`src/rtl/linecoding_pkg.sv`:
```
// Shared 8b/10b line-coding constants and aligner state type.
// Used by encoder_8b10b, decoder_10b8b and symbol_aligner_10b.
package linecoding_pkg;

    localparam int SYM_W = 10;

    localparam logic [SYM_W-1:0] K28_5_RDN = 10'h0FA;
    localparam logic [SYM_W-1:0] K28_5_RDP = 10'h305;

    typedef enum logic [1:0] {
        HUNT,
        VERIFY,
        LOCKED
    } align_state_e;

endpackage

```
`src/rtl/comma_detect_10b.sv`:
```
// Combinational K28.5 detector on a 10-bit symbol {a..j} = [9:0].
// rd_pos flags the RD+ form of the comma.
module comma_detect_10b
    import linecoding_pkg::*;
(
    input  logic [SYM_W-1:0] sym,
    output logic             is_comma,
    output logic             rd_pos
);

    assign rd_pos   = (sym == K28_5_RDP);
    assign is_comma = (sym == K28_5_RDN) || rd_pos;

endmodule

```
`src/rtl/symbol_aligner_10b.sv`:
```
// Serial comma aligner: hunts K28.5, verifies phase, emits aligned symbols.
// ALIGNER_STATS_EN adds a saturating realign_cnt output.
module symbol_aligner_10b
    import linecoding_pkg::*;
#(
    parameter int LOCK_COMMAS = 3,
    parameter int UNLOCK_ERRS = 2
) (
    input  logic             clk,
    input  logic             rst,
    input  logic             sin,
    input  logic             sin_valid,
    output logic [SYM_W-1:0] sym_out,
    output logic             sym_valid,
    output logic             sym_is_comma,
    output logic             locked
`ifdef ALIGNER_STATS_EN
    ,
    output logic [15:0]      realign_cnt
`endif
);

    localparam int CW = $clog2(LOCK_COMMAS + 1);
    localparam int EW = $clog2(UNLOCK_ERRS + 1);

    align_state_e     state_q, state_d;
    logic [8:0]       sr_q, sr_d;
    logic [3:0]       bit_q, bit_d;
    logic [CW-1:0]    cc_q, cc_d;
    logic [EW-1:0]    ec_q, ec_d;
    logic [SYM_W-1:0] sym_q, sym_d;
    logic             symc_q, symc_d;
    logic             symv_q, symv_d;

    logic [SYM_W-1:0] sr_nxt;
    logic             det_comma;
    logic             det_rdp;
    logic             comma;
    logic             boundary;
    logic             lock_last;
    logic             miss_last;

    // Only 9 bits of history are kept; the 10th is the incoming line bit.
    assign sr_nxt    = {sr_q, sin};
    assign comma     = det_comma | det_rdp;
    assign boundary  = (bit_q == 4'd9);
    assign lock_last = (cc_q == CW'(LOCK_COMMAS - 1));
    assign miss_last = (ec_q == EW'(UNLOCK_ERRS - 1));

    comma_detect_10b u_det (
        .sym      (sr_nxt),
        .is_comma (det_comma),
        .rd_pos   (det_rdp)
    );

    always_comb begin
        state_d = state_q;
        sr_d    = sr_q;
        bit_d   = bit_q;
        cc_d    = cc_q;
        ec_d    = ec_q;
        sym_d   = sym_q;
        symc_d  = symc_q;
        symv_d  = 1'b0;
        if (sin_valid) begin
            sr_d  = sr_nxt[8:0];
            bit_d = boundary ? 4'd0 : bit_q + 4'd1;
            unique case (state_q)
                HUNT: begin
                    if (comma) begin
                        bit_d   = 4'd0;
                        cc_d    = CW'(1);
                        state_d = VERIFY;
                    end
                end
                VERIFY: begin
                    if (comma && boundary) begin
                        if (cc_q != CW'(LOCK_COMMAS)) cc_d = cc_q + 1'b1;
                        if (lock_last) state_d = LOCKED;
                    end else if (comma) begin
                        bit_d = 4'd0;
                        cc_d  = CW'(1);
                    end
                end
                LOCKED: begin
                    if (boundary) begin
                        sym_d  = sr_nxt;
                        symc_d = comma;
                        symv_d = 1'b1;
                    end
                    // A comma on the boundary is aligned by definition.
                    if (comma && boundary) begin
                        ec_d = '0;
                    end else if (comma && miss_last) begin
                        state_d = HUNT;
                        bit_d   = 4'd0;
                        cc_d    = '0;
                        ec_d    = '0;
                    end else if (comma) begin
                        if (ec_q != EW'(UNLOCK_ERRS)) ec_d = ec_q + 1'b1;
                    end
                end
                default: state_d = HUNT;
            endcase
        end
    end

    always_ff @(posedge clk) begin
        if (!rst) begin
            state_q <= HUNT;
            sr_q    <= '0;
            bit_q   <= '0;
            cc_q    <= '0;
            ec_q    <= '0;
            sym_q   <= '0;
            symc_q  <= 1'b0;
            symv_q  <= 1'b0;
        end else begin
            state_q <= state_d;
            sr_q    <= sr_d;
            bit_q   <= bit_d;
            cc_q    <= cc_d;
            ec_q    <= ec_d;
            sym_q   <= sym_d;
            symc_q  <= symc_d;
            symv_q  <= symv_d;
        end
    end

    assign sym_out      = sym_q;
    assign sym_valid    = symv_q;
    assign sym_is_comma = symc_q;
    assign locked       = (state_q == LOCKED);

`ifdef ALIGNER_STATS_EN
    logic        realign;
    logic [15:0] rc_q, rc_d;

    // Counts VERIFY realigns and LOCKED->HUNT drops.
    assign realign = sin_valid && comma && !boundary &&
                     ((state_q == VERIFY) ||
                      (state_q == LOCKED && miss_last));

    always_comb begin
        rc_d = rc_q;
        if (realign && rc_q != 16'hFFFF) rc_d = rc_q + 16'd1;
    end

    always_ff @(posedge clk) begin
        if (!rst) rc_q <= '0;
        else      rc_q <= rc_d;
    end

    assign realign_cnt = rc_q;
`endif

endmodule
```
`config.mk`:
```
export PLATFORM = sky130hd
export DESIGN_NAME = symbol_aligner_10b
export DESIGN_NICKNAME = d
export VERILOG_FILES = /design/src/rtl/linecoding_pkg.sv /design/src/rtl/comma_detect_10b.sv /design/src/rtl/symbol_aligner_10b.sv
export SDC_FILE = /design/constraint.sdc
export NUM_CORES = 1
export LEC_CHECK = 0
export ABC_AREA = 1
export CAP_MARGIN = 30
export CORE_UTILIZATION = 40
export CTS_CLUSTER_DIAMETER = 30
export DETAILED_ROUTE_END_ITERATION = 6
export PLACE_DENSITY = 0.71
export SYNTH_ARGS = -nofsm -noshare
export SYNTH_HDL_FRONTEND = slang
export SYNTH_SLANG_ARGS = --single-unit
```
`constraint.sdc`:
```
create_clock -name clk -period 1.5 [get_ports clk]
set_input_delay 0.3 -clock clk [delete_from_list [all_inputs] [get_ports clk]]
set_output_delay 0.3 -clock clk [all_outputs]
set_load 0.05 [all_outputs]
```
Word level (Yosys, flattened, before mapping):

Cells that the tools add are included.

* word-level logic and storage cells: 60
* flip-flop bits (word level): 31
* output and inout port bits: 13
* input bits: 4

* bitwise logic cells: 1
* multiplexer cells: 21
* $add $sub $neg: 3
* reductions and logical operators: 12
* equal/unequal tests: 15

Operator list (number)
* 2-bit two-way mux: 12
* 4-bit two-way mux: 5
* 2-bit != test, second input constant: 6
* 2-bit case mux with 3 select lines: 2
* 4-bit case mux with 3 select lines: 1
* 10-bit == test, second input constant: 1
* 10-bit by 8-bit == test with 1-bit output, second input constant: 1
* 3-bit nonzero test: 3
* 3-bit AND reduction: 2
* 6-bit AND reduction: 1
* 5-bit AND reduction: 1
* 2-bit by 1-bit adder with 2-bit output, second input constant: 2
* 4-bit by 1-bit adder with 4-bit output, second input constant: 1
* 2-bit by 1-bit == test with 1-bit output, second input constant: 2
* 2-bit == test, second input constant: 2
* 4-bit == test, second input constant: 1
* 4-bit AND reduction: 1
* 3-bit != test, second input constant: 1
* 1-bit logical AND: 2
* 2-bit zero test: 1
* 2-bit by 1-bit != test with 1-bit output, second input constant: 1
* 1-bit logical OR: 1
* 1-bit two-way mux: 1
* 1-bit bitwise OR: 1

Depth between registers and ports, before layout:

Gate-level depths: netlist of the first run.

* depth in word-level cells: 7
* mapped depth: 13
* depth with buffers taken out: 13

By module:

From an unflattened synthesis of the first run, not the netlist that was laid out.

* cells, all modules: 226
* area total of the unflattened synthesis: 1546.5 sq um

By module, submodules not included
* symbol_aligner_10b: area each 1461.4 sq um, cells each 204, times used 1, seq. area each 620.6 sq um
* comma_detect_10b: area each 85.1 sq um, cells each 22, times used 1, seq. area each 0.0 sq um

Worst setup path before layout of the first run:

OpenSTA, ideal clock, no wires.

* path type: reg2reg
* from: reg state_q[0]
* to: reg sym_q[2] (netlist: sym_out[2])
* slack: -0.251 ns
* period minus slack after synthesis: 1.751 ns
* stages on the path, launching flop included: 10
* buffers on the path: 1
* library setup time: 0.064 ns
* data required time: 1.436 ns
* data arrival time: 1.687 ns
* cells stage by stage: dfxtp_1 inv_1 ha_1 nand2_1 inv_1 nand2_1 inv_2 buf_2 nor2_1 nor2_1

* longest elaborated chain between the ends: 2

Ends and longest elaborated chain
* start, declared: RTL line symbol_aligner_10b.sv:26 `align_state_e state_q, state_d;`
* start signal, assigned: RTL line symbol_aligner_10b.sv:119 `state_q <= state_d;`
* 2-bit == test
* named net locked: RTL line symbol_aligner_10b.sv:16 `output logic locked`
* 3-bit AND reduction (no line)
* end signal, assigned: RTL line symbol_aligner_10b.sv:124 `sym_q <= sym_d;`
* end, declared: RTL line symbol_aligner_10b.sv:31 `logic [SYM_W-1:0] sym_q, sym_d;`

The timed path passes the listed nets, and every way through them passes these cells.
A chain may end at the register's enable or synchronous reset.

Worst setup path after layout of the first run:

* from: reg state_q[0]
* to: reg cc_q[0]

* longest elaborated chain between the ends: 3
* elaborated cells between the ends (all ways): 9
* classes of those cells: eq/ne: 5; mux: 1; reduce/logical: 3

Ends and longest elaborated chain
* 2-bit by 1-bit == test with 1-bit output (tied with other cells): RTL line symbol_aligner_10b.sv:68 `unique case (state_q)`
* 3-bit != test (no line) (tied with other cells)
* 5-bit AND reduction (no line)
* end signal, assigned: RTL line symbol_aligner_10b.sv:113 `cc_q <= '0;`
* end signal, assigned: RTL line symbol_aligner_10b.sv:122 `cc_q <= cc_d;`
* end, declared: RTL line symbol_aligner_10b.sv:29 `logic [CW-1:0] cc_q, cc_d;`

Parallel ways exist; a longest one is shown, timed or not.

==> results of run 1 <==
final cells by class:
class	count	share of cell area
clock inverter	2	0.01614
inverter	24	0.04380
clock buffer	6	0.03804
sequential	31	0.2934
multi-input combinational	144	0.3902
tap	46	0.02651
timing repair buffer	33	0.1919
per-stage QoR:
stage          setup slack, ns  std cells  power, mW    util  area [um2]
2_1_floorplan          0.06234        203      1.068       -        1496
3_3_place_gp           -0.3379        277      1.150  0.5656        1947
3_5_place_dp           -0.3547        277      1.156  0.5656        1947
4_1_cts               0.001507        285      2.013  0.6016        2071
5_1_grt               -0.04497        286      2.125  0.6307        2171
6_report               0.08033        286      2.021  0.6307        2171
routing by layer:
metal / wire length, um / vias to the layer above / global-route usage / part of all wire
met5: 0 / - / 0 / 0
met4: 60 / 0 / 0.08721 / 0.019
met3: 116 / 6 / 0.06022 / 0.037
met2: 1554 / 22 / 0.2984 / 0.49
met1: 1430 / 602 / 0.1964 / 0.45
li1: - / 724 / - / -
state kept, by name, summed over array words and instances (netlist names):
| name | count |
|---|---|
| sym_out | 10 |
| sym_valid | 1 |
| bit_q | 4 |
| sr_q | 9 |
| sym_is_comma | 1 |
| ec_q | 2 |
| state_q | 2 |
| cc_q | 2 |
synthesized netlist by cell type:
cell type	number	area, um2
o21ai_0	21	105.1
o22ai_1	1	6.260
a21oi_1	21	105.1
buf_2	2	10.01
nand2_1	38	142.6
nor3_1	1	5.000
inv_1	19	71.32
nor2_2	3	18.77
xor2_1	1	8.760
o21ai_1	3	15.01
nand2_4	3	33.78
nand2_2	3	18.77
or2_2	1	6.260
inv_2	4	15.01
nor2_4	1	11.26
xnor2_1	1	8.760
nand3_1	9	45.04
nand3_2	2	20.02
ha_1	8	100.1
nand3b_1	1	7.510
nor2_1	26	97.59
clkinv_1	1	3.750
clkbuf_1	2	7.510
dfxtp_1	31	620.6
power groups by stage:
stage	Clock [mW]	Sequential [mW]	Combinational, mW
2_1_floorplan	0	0.894	0.173
3_5_place_dp	0	0.898	0.258
5_1_grt	0.915	0.887	0.323
4_1_cts	0.871	0.880	0.262
3_3_place_gp	0	0.897	0.253
6_report	0.848	0.885	0.288
logic make-up (layout without fill, tap and decap cells):
kind of cell               Yosys count  after routing
and+or+nand+nor                     88             88
AOI/OAI and AO/OA                   46             46
DFF                                 31             31
buffers and inverters               28             65
adders and majority gates            8              8
xor gates and xnor gates             2              2
critical path, cell delays in order, from the launching register on:
cell and delay (ns):
dfxtp_2 0.32, buf_4 0.13, ha_1 0.25, nand2_1 0.09, inv_1 0.04, nand3_1 0.12
nand3_4 0.09, nor2_4 0.11, nand2_1 0.06, nand2_1 0.06, nor2_1 0.04
path summary, 6_finish.rpt:
path                                           endpoint  cells after the start
worst max-delay path               cc_q[0]$_SDFFE_PN0P_                     10
worst max register to register     cc_q[0]$_SDFFE_PN0P_                     10
worst min register to register  sym_out[9]$_SDFFE_PN0P_                      2
worst min-delay path            sym_out[9]$_SDFFE_PN0P_                      2
repair_timing:
item,CTS,global route
buffers inserted,0,1
gates resized for setup,4,38
endpoints found under the hold margin,0,0
pin swaps,5,12
endpoints found under the setup margin,5,21
==> out/summary.txt, run 1 <==
drt first pass iters = 4
Num CTS Buffers = 5
Sink Count = 31
RSZ-0062 raised after global routing = yes
DRC viols = 0
GPL Wtd Cong = 0.8837
PortBufs = 16
r2r setup slk = 0.08 ns
WL/cell = 11.06 um
Syn Nets = 215
WP data required = 1.68 ns
Hold Crit Class = flip-flop to flip-flop
Worst Hold Launch = sr_q[8]$_SDFFE_PN0P_
CTS tree = yes
simple-gate share of the synthesized area = 0.2740
Die W = 62.91 um
Fillers = 303
fraction of layout cells with a size suffix above 1 = 0.3625
largest net degree at the start of global routing = 18
Internal = 1.521 mW
Lkg Pwr = 0.9355 nW
status = finished clean
area of the multi-input gates = 847.1 um2
Setup crit start kind = flip-flop
first-pass GRT wire length = 5.326 mm
adder-cell share of the synthesized area = 0.06745
Fin. Hold Viols = 0
fin crit period = 1.420 ns
arrival time of the worst setup path = 1.60 ns
Max IR drop VDD = 0.001098 V
IO Count = 17
Yosys reg bits = 31
post-synthesis cell count = 203
die area = 3958 um2
Final Cycle Share = 0.9464
Max FO, Critical Path = 6
Final Max Tran Viols = 0
switching share of power = 0.2473
Clk Latency, worst-skew pair = 0.29 ns
Yosys warnings = 0
Max Cap Viol = 0
sequential-to-total area share from yosys stat = 0.4182
Core ar. = 3442 um2
sequential cell area = 636.9 um2
htree depth = 2
via count = 1,354
largest family of logic cells by synthesized area = simple AND/OR/NAND/NOR gates
Vias/cell = 4.734
Setup Viol. Count Final = 0
xor and xnor area share after synthesis = 0.01180
most frequent cells in the layout = nand2_1 (31), nor2_1 (23), a21oi_1 (21)
Avg Cell Area, Syn = 7.310 um2
Root Buffer = clkbuf_8
part of the power in registers = 0.438
Comb power frac = 0.143
initial antenna violation count = 0
Setup Skew = 0.006729 ns
Pwr per Cell Area = 930.9 nW/um2
Psw = 499.6 uW
post-synthesis mux area share = 0
Die Y = 62.91 um
pin slew with the least headroom to its limit = 0.2524 ns
hold slack = 0.4799 ns
nets@finish = 251
Worst slew margin = 0.8311
diode count = 0
GRT overflow = 0
Layout area overhead = 46.29%
mapped cell area = 1484 um2
setup tns final = 0 ns
Critical Path Source = state_q[0]$_SDFFE_PN0P_
reg2reg start = state_q[0]$_SDFFE_PN0P_
clock slew at reported path FFs = 0.06 ns
final HPWL from detailed placement = 2.242 mm
number of core rows = 21
Peak Freq = 704.4 MHz
DRT Wirelength = 3.162 mm
post-synthesis cell type count = 24
crit end category = flip-flop
vias in the first global route = 1,247
Global Route Usage Sum = 0.1770
1st-iter DRT viols = 28
commonest non-fill, non-tap cell in the layout = nand2_1
Max Root-Sink Buffers = 2
hold_buf cts = 0
compound-gate portion of the synthesized area = 0.1560
Starting Density = 0.4311
DRT antenna net count = 0
Clk pwr share = 0.420
Critical Setup Path Class = flip-flop to flip-flop
Note: power is estimated with default switching activity, not from simulation.
==> inputs of run 2 (changes only) <==
Settings changed: CTS_BUF_LIST set to sky130_fd_sc_hd__clkbuf_16, SKIP_CTS_REPAIR_TIMING set to 1.
==> run 2 against run 1 <==
Net effect:
- routed wire length increased by 3.9%
- register-to-register slack about the same
- sequential share of layout area down 0.93 points
- core utilization increased by 1.8 points
- clock-buffer cell count is 1 lower
- setup slack better by 0.00071 ns
- cell count is 1.0% higher
- first-iteration DRC count shrank 25%
- critical endpoint is now cc_q[1]$_SDFFE_PN0P_
- largest power group is now clock
- highest routed layer unchanged
==> out/summary.txt, run 2 (synthesized netlist as in run 1, its figures left out) <==
htree depth = 2
WP depth = 12
Critical Setup Path Class = flip-flop to flip-flop
final HPWL from detailed placement = 2.242 mm
Worst Hold Launch = sin
Worst slew margin = 0.8249
Layout area overhead = 50.51%
clock slew at reported path FFs = 0.05 ns
Worst Path Buf+Inv = 1
DRT antenna net count = 0
crit end category = flip-flop
Pwr per Cell Area = 1030 nW/um2
Psw = 535.4 uW
Largest register FFs = 10
drt first pass iters = 4
Root Buffer = clkbuf_16
final worst slack = 0.08104 ns
part of the power in registers = 0.387
WP data required = 1.67 ns
Starting Density = 0.4311
Crit-path slowest cell = dfxtp_1
hold depth = 4
vias in the first global route = 1,254
reg2reg start = sr_q[8]$_SDFFE_PN0P_
number of core rows = 21
hold slack = 0.4429 ns
Comb power frac = 0.128
PortBufs = 16
Die W = 62.91 um
via count = 1,376
DRC viols = 0
R2R cell count = 12
CTS tree = yes
worst path cell trace = inv_2, nand2_1, nor2_2, nand3_2, nand2_4, nand2_4, nand2_4, nand3_4, nor2_4, nand2_1, nand2_1, nor2_1
DRT Wirelength = 3.286 mm
initial antenna violation count = 0
Clk Latency, worst-skew pair = 0.28 ns
Core ar. = 3442 um2
RSZ-0062 raised after global routing = yes
Global Route Usage Sum = 0.1790
Fin. Hold Viols = 0
Largest stage delay, worst path = 0.33 ns
Setup Skew = 0.005208 ns
Setup crit start kind = flip-flop
die area = 3958 um2
fraction of layout cells with a size suffix above 1 = 0.3663
Setup Viol. Count Final = 0
first-pass GRT wire length = 5.388 mm
Top Family by Delay on Critical Path = simple AND/OR/NAND/NOR gates
GPL Wtd Cong = 0.8837
pin slew with the least headroom to its limit = 0.2617 ns
dpl cells = 277
Max Root-Sink Buffers = 2
commonest non-fill, non-tap cell in the layout = nand2_1
IO Count = 17
largest net degree at the start of global routing = 18
fin cells = 289
Final Max Tran Viols = 0
diode count = 0
Max FO, Critical Path = 5
switching share of power = 0.2328
arrival time of the worst setup path = 1.59 ns
hold endpoint = sr_q[0]$_SDFFE_PN0P_
fin crit period = 1.419 ns
Vias/cell = 4.761
status = finished clean
Max IR drop VDD = 0.001218 V
Internal = 1.765 mW
1st-iter DRT viols = 21
Die Y = 62.91 um
Sink Count = 31
WL/cell = 11.37 um
Lkg Pwr = 0.9721 nW
Max Cap Viol = 0
Hold Crit Class = primary input to flip-flop
nets@finish = 254
GRT overflow = 0
most frequent cells in the layout = nand2_1 (32), nor2_1 (23), a21oi_1 (21)
r2r setup slk = 0.08 ns
Clk pwr share = 0.485
Final Cycle Share = 0.9460
Num CTS Buffers = 5
Worst R2R End = cc_q[1]$_SDFFE_PN0P_
pre-CTS setup slack = -0.3547 ns
Peak Freq = 704.7 MHz
==> run 2: cell types whose count changed in the layout (fill, tap and decap cells not counted), sizes merged <==
cell,delta
buf,+3
clkbuf,-1
clkinv,+1
dlygate4sd2,-1
dlymetal6s2s,+1
==> run 2: power groups by stage <==
| stage | Clock, mW | Sequential, mW | Combinational [mW] |
|---|---|---|---|
| 2_1_floorplan | 0 | 0.894 | 0.173 |
| 5_1_grt | 1.19 | 0.893 | 0.330 |
| 3_5_place_dp | 0 | 0.898 | 0.258 |
| 6_report | 1.12 | 0.891 | 0.294 |
| 4_1_cts | 1.14 | 0.881 | 0.261 |
| 3_3_place_gp | 0 | 0.897 | 0.253 |
==> run 2: worst max path at each step <==
stage	from	end	slack (ns)
finish	sr_q[8]$_SDFFE_PN0P_	cc_q[1]$_SDFFE_PN0P_	0.08
global route	sr_q[8]$_SDFFE_PN0P_	cc_q[0]$_SDFFE_PN0P_	-0.05
CTS	sin	cc_q[0]$_SDFFE_PN0P_	-0.07
detailed placement	sin	cc_q[0]$_SDFFE_PN0P_	-0.35
global placement	sin	cc_q[0]$_SDFFE_PN0P_	-0.34
floorplan	state_q[0]$_SDFFE_PN0P_	sym_out[2]$_SDFFE_PN0P_	0.06
==> run 2: per-layer routing <==
metal | track usage | part of all wire
met5 | 0 | 0
met3 | 0.06022 | 0.031
met1 | 0.1998 | 0.46
met4 | 0.08721 | 0.018
met2 | 0.3011 | 0.49
==> run 2: per-stage QoR <==
| step | utilization | TNS, ns | power, mW | cell area, um2 |
|---|---|---|---|---|
| finish | 0.6489 | 0 | 2.300 | 2233 |
| global route | 0.6489 | -0.2132 | 2.411 | 2233 |
| global placement | 0.5656 | -4.008 | 1.150 | 1947 |
| detailed placement | 0.5656 | -4.240 | 1.156 | 1947 |
| floorplan | - | 0 | 1.068 | 1496 |
| CTS | 0.6132 | -0.2979 | 2.280 | 2111 |
==> run 2: area by class of cell <==
type	count	area (um2)
repair buffers	36	442.9
flip-flops and latches	31	634.4
clock buffers	5	125.1
well taps	46	57.56
multi-input cells	144	837.1
clock inverters	3	38.79
fillers	303	1209
inverters	24	97.59
==> run 2: worst min-delay path: stages <==
cell,delay (ns)
dlymetal6s2s_1,0.15
inv_2,0.07
buf_4,0.11
a21oi_1,0.05
==> inputs of run 3 (changes only) <==
Settings changed: SETUP_SLACK_MARGIN set to 0.02.
==> run 3 against run 2 <==
Net effect:
- clock skew is essentially flat
- non-clock buffer count did not move
- highest routed layer unchanged
- sequential power about the same
- first-iteration DRC count rose by 14%
==> out/summary.txt, run 3 (synthesized netlist as in run 1, its figures left out) <==
status = finished clean
Worst Path Buf+Inv = 1
vias in the first global route = 1,254
pin slew with the least headroom to its limit = 0.2617 ns
first-pass GRT wire length = 5.388 mm
Final Cycle Share = 0.9464
Root Buffer = clkbuf_16
Fillers = 303
CTS tree = yes
htree depth = 2
Setup Viol. Count Final = 0
fin crit period = 1.420 ns
final HPWL from detailed placement = 2.242 mm
IO Count = 17
Setup Skew = 0.005207 ns
DRC viols = 0
Crit-path slowest cell = dfxtp_1
largest net degree at the start of global routing = 18
drt first pass iters = 4
number of core rows = 21
placed cell area = 1947 um2
nets@finish = 254
crit end category = flip-flop
Core ar. = 3442 um2
via count = 1,382
Hold Crit Class = primary input to flip-flop
fraction of layout cells with a size suffix above 1 = 0.3704
Max Root-Sink Buffers = 2
1st-iter DRT viols = 24
PortBufs = 16
final worst slack = 0.08039 ns
Starting Density = 0.4311
Peak Freq = 704.4 MHz
WP data required = 1.67 ns
WL/cell = 11.40 um
dpl cells = 277
pre-CTS setup slack = -0.3547 ns
commonest non-fill, non-tap cell in the layout = nand2_1
Setup crit start kind = flip-flop
Max IR drop VDD = 0.001218 V
Design Area, Final = 2233 um2
fin cells = 289
setup tns final = 0 ns
most frequent cells in the layout = nand2_1 (32), nor2_1 (22), a21oi_1 (21)
Lkg Pwr = 0.9730 nW
Max Cap Viol = 0
Largest stage delay, worst path = 0.34 ns
arrival time of the worst setup path = 1.59 ns
clock slew at reported path FFs = 0.05 ns
Layout area overhead = 50.51%
Clk Latency, worst-skew pair = 0.28 ns
Max FO, Critical Path = 5
Final Max Tran Viols = 0
Global Route Usage Sum = 0.1790
DRT antenna net count = 0
GRT overflow = 0
diode count = 0
Sink Count = 31
RSZ-0062 raised after global routing = yes
die area = 3958 um2
Die W = 62.91 um
DRT Wirelength = 3.294 mm
Pwr per Cell Area = 1030 nW/um2
Largest register FFs = 10
initial antenna violation count = 0
Num CTS Buffers = 5
worst path cell trace = inv_2, nand2_1, nor2_2, nand3_2, nand2_4, nand2_4, nand2_4, nand3_4, nor2_4, nand2_1, nand2_1, nor2_1
Vias/cell = 4.782
Fin. Hold Viols = 0
Worst slew margin = 0.8249
Die Y = 62.91 um
Critical Setup Path Class = flip-flop to flip-flop
Top Family by Delay on Critical Path = simple AND/OR/NAND/NOR gates
GPL Wtd Cong = 0.8837
-- run 3: cell counts in the layout (fill, tap and decap cells not counted) --
Identical to the previous run, type by type.
-- run 3: worst paths after layout --
kind	from	to	cells past startpoint	slack [ns]
setup / recovery	sr_q[8]$_SDFFE_PN0P_	cc_q[1]$_SDFFE_PN0P_	12	0.08
hold / removal	sin	sr_q[0]$_SDFFE_PN0P_	4	0.45
setup reg to reg	sr_q[8]$_SDFFE_PN0P_	cc_q[1]$_SDFFE_PN0P_	12	0.08
hold reg to reg	sr_q[7]$_SDFFE_PN0P_	sym_out[8]$_SDFFE_PN0P_	2	0.48
-- run 3: final cells by class --
cell class | instances | area [um2] | share of cell area
clock inverter | 3 | 38.79 | 0.01737
multi-input combinational | 144 | 839.6 | 0.3759
clock buffer | 5 | 125.1 | 0.05602
timing repair buffer | 36 | 442.9 | 0.1983
inverter | 24 | 95.09 | 0.04258
tap | 46 | 57.56 | 0.02577
sequential | 31 | 634.4 | 0.2840
-- run 3: stage by stage --
stage,util,hold slack (ns),power [mW]
5_1_grt,0.6489,0.4587,2.412
3_5_place_dp,0.5656,0.4573,1.156
2_1_floorplan,-,0.4367,1.068
4_1_cts,0.6132,0.4624,2.280
3_3_place_gp,0.5656,0.4521,1.150
6_report,0.6489,0.4471,2.300
-- run 3: where the power goes --
group | internal [mW] | total (mW) | switching (mW)
Combinational | 0.132 | 0.294 | 0.162
Clock | 0.772 | 1.12 | 0.343
Sequential | 0.860 | 0.891 | 0.0305
-- run 3: routing by layer --
layer / part of all wire / global-route usage / wire length, um / vias to the layer above
met5: 0 / 0 / 0 / -
met4: 0.018 / 0.08721 / 60 / 0
met3: 0.032 / 0.06022 / 105 / 5
met2: 0.50 / 0.3011 / 1644 / 19
met1: 0.45 / 0.1998 / 1483 / 626
li1: - / - / - / 732
-- run 3: tightest hold or removal path, cell delays in order --
cell and delay [ns]:
dlymetal6s2s_1 0.15, inv_2 0.07, buf_4 0.11, a21oi_1 0.05
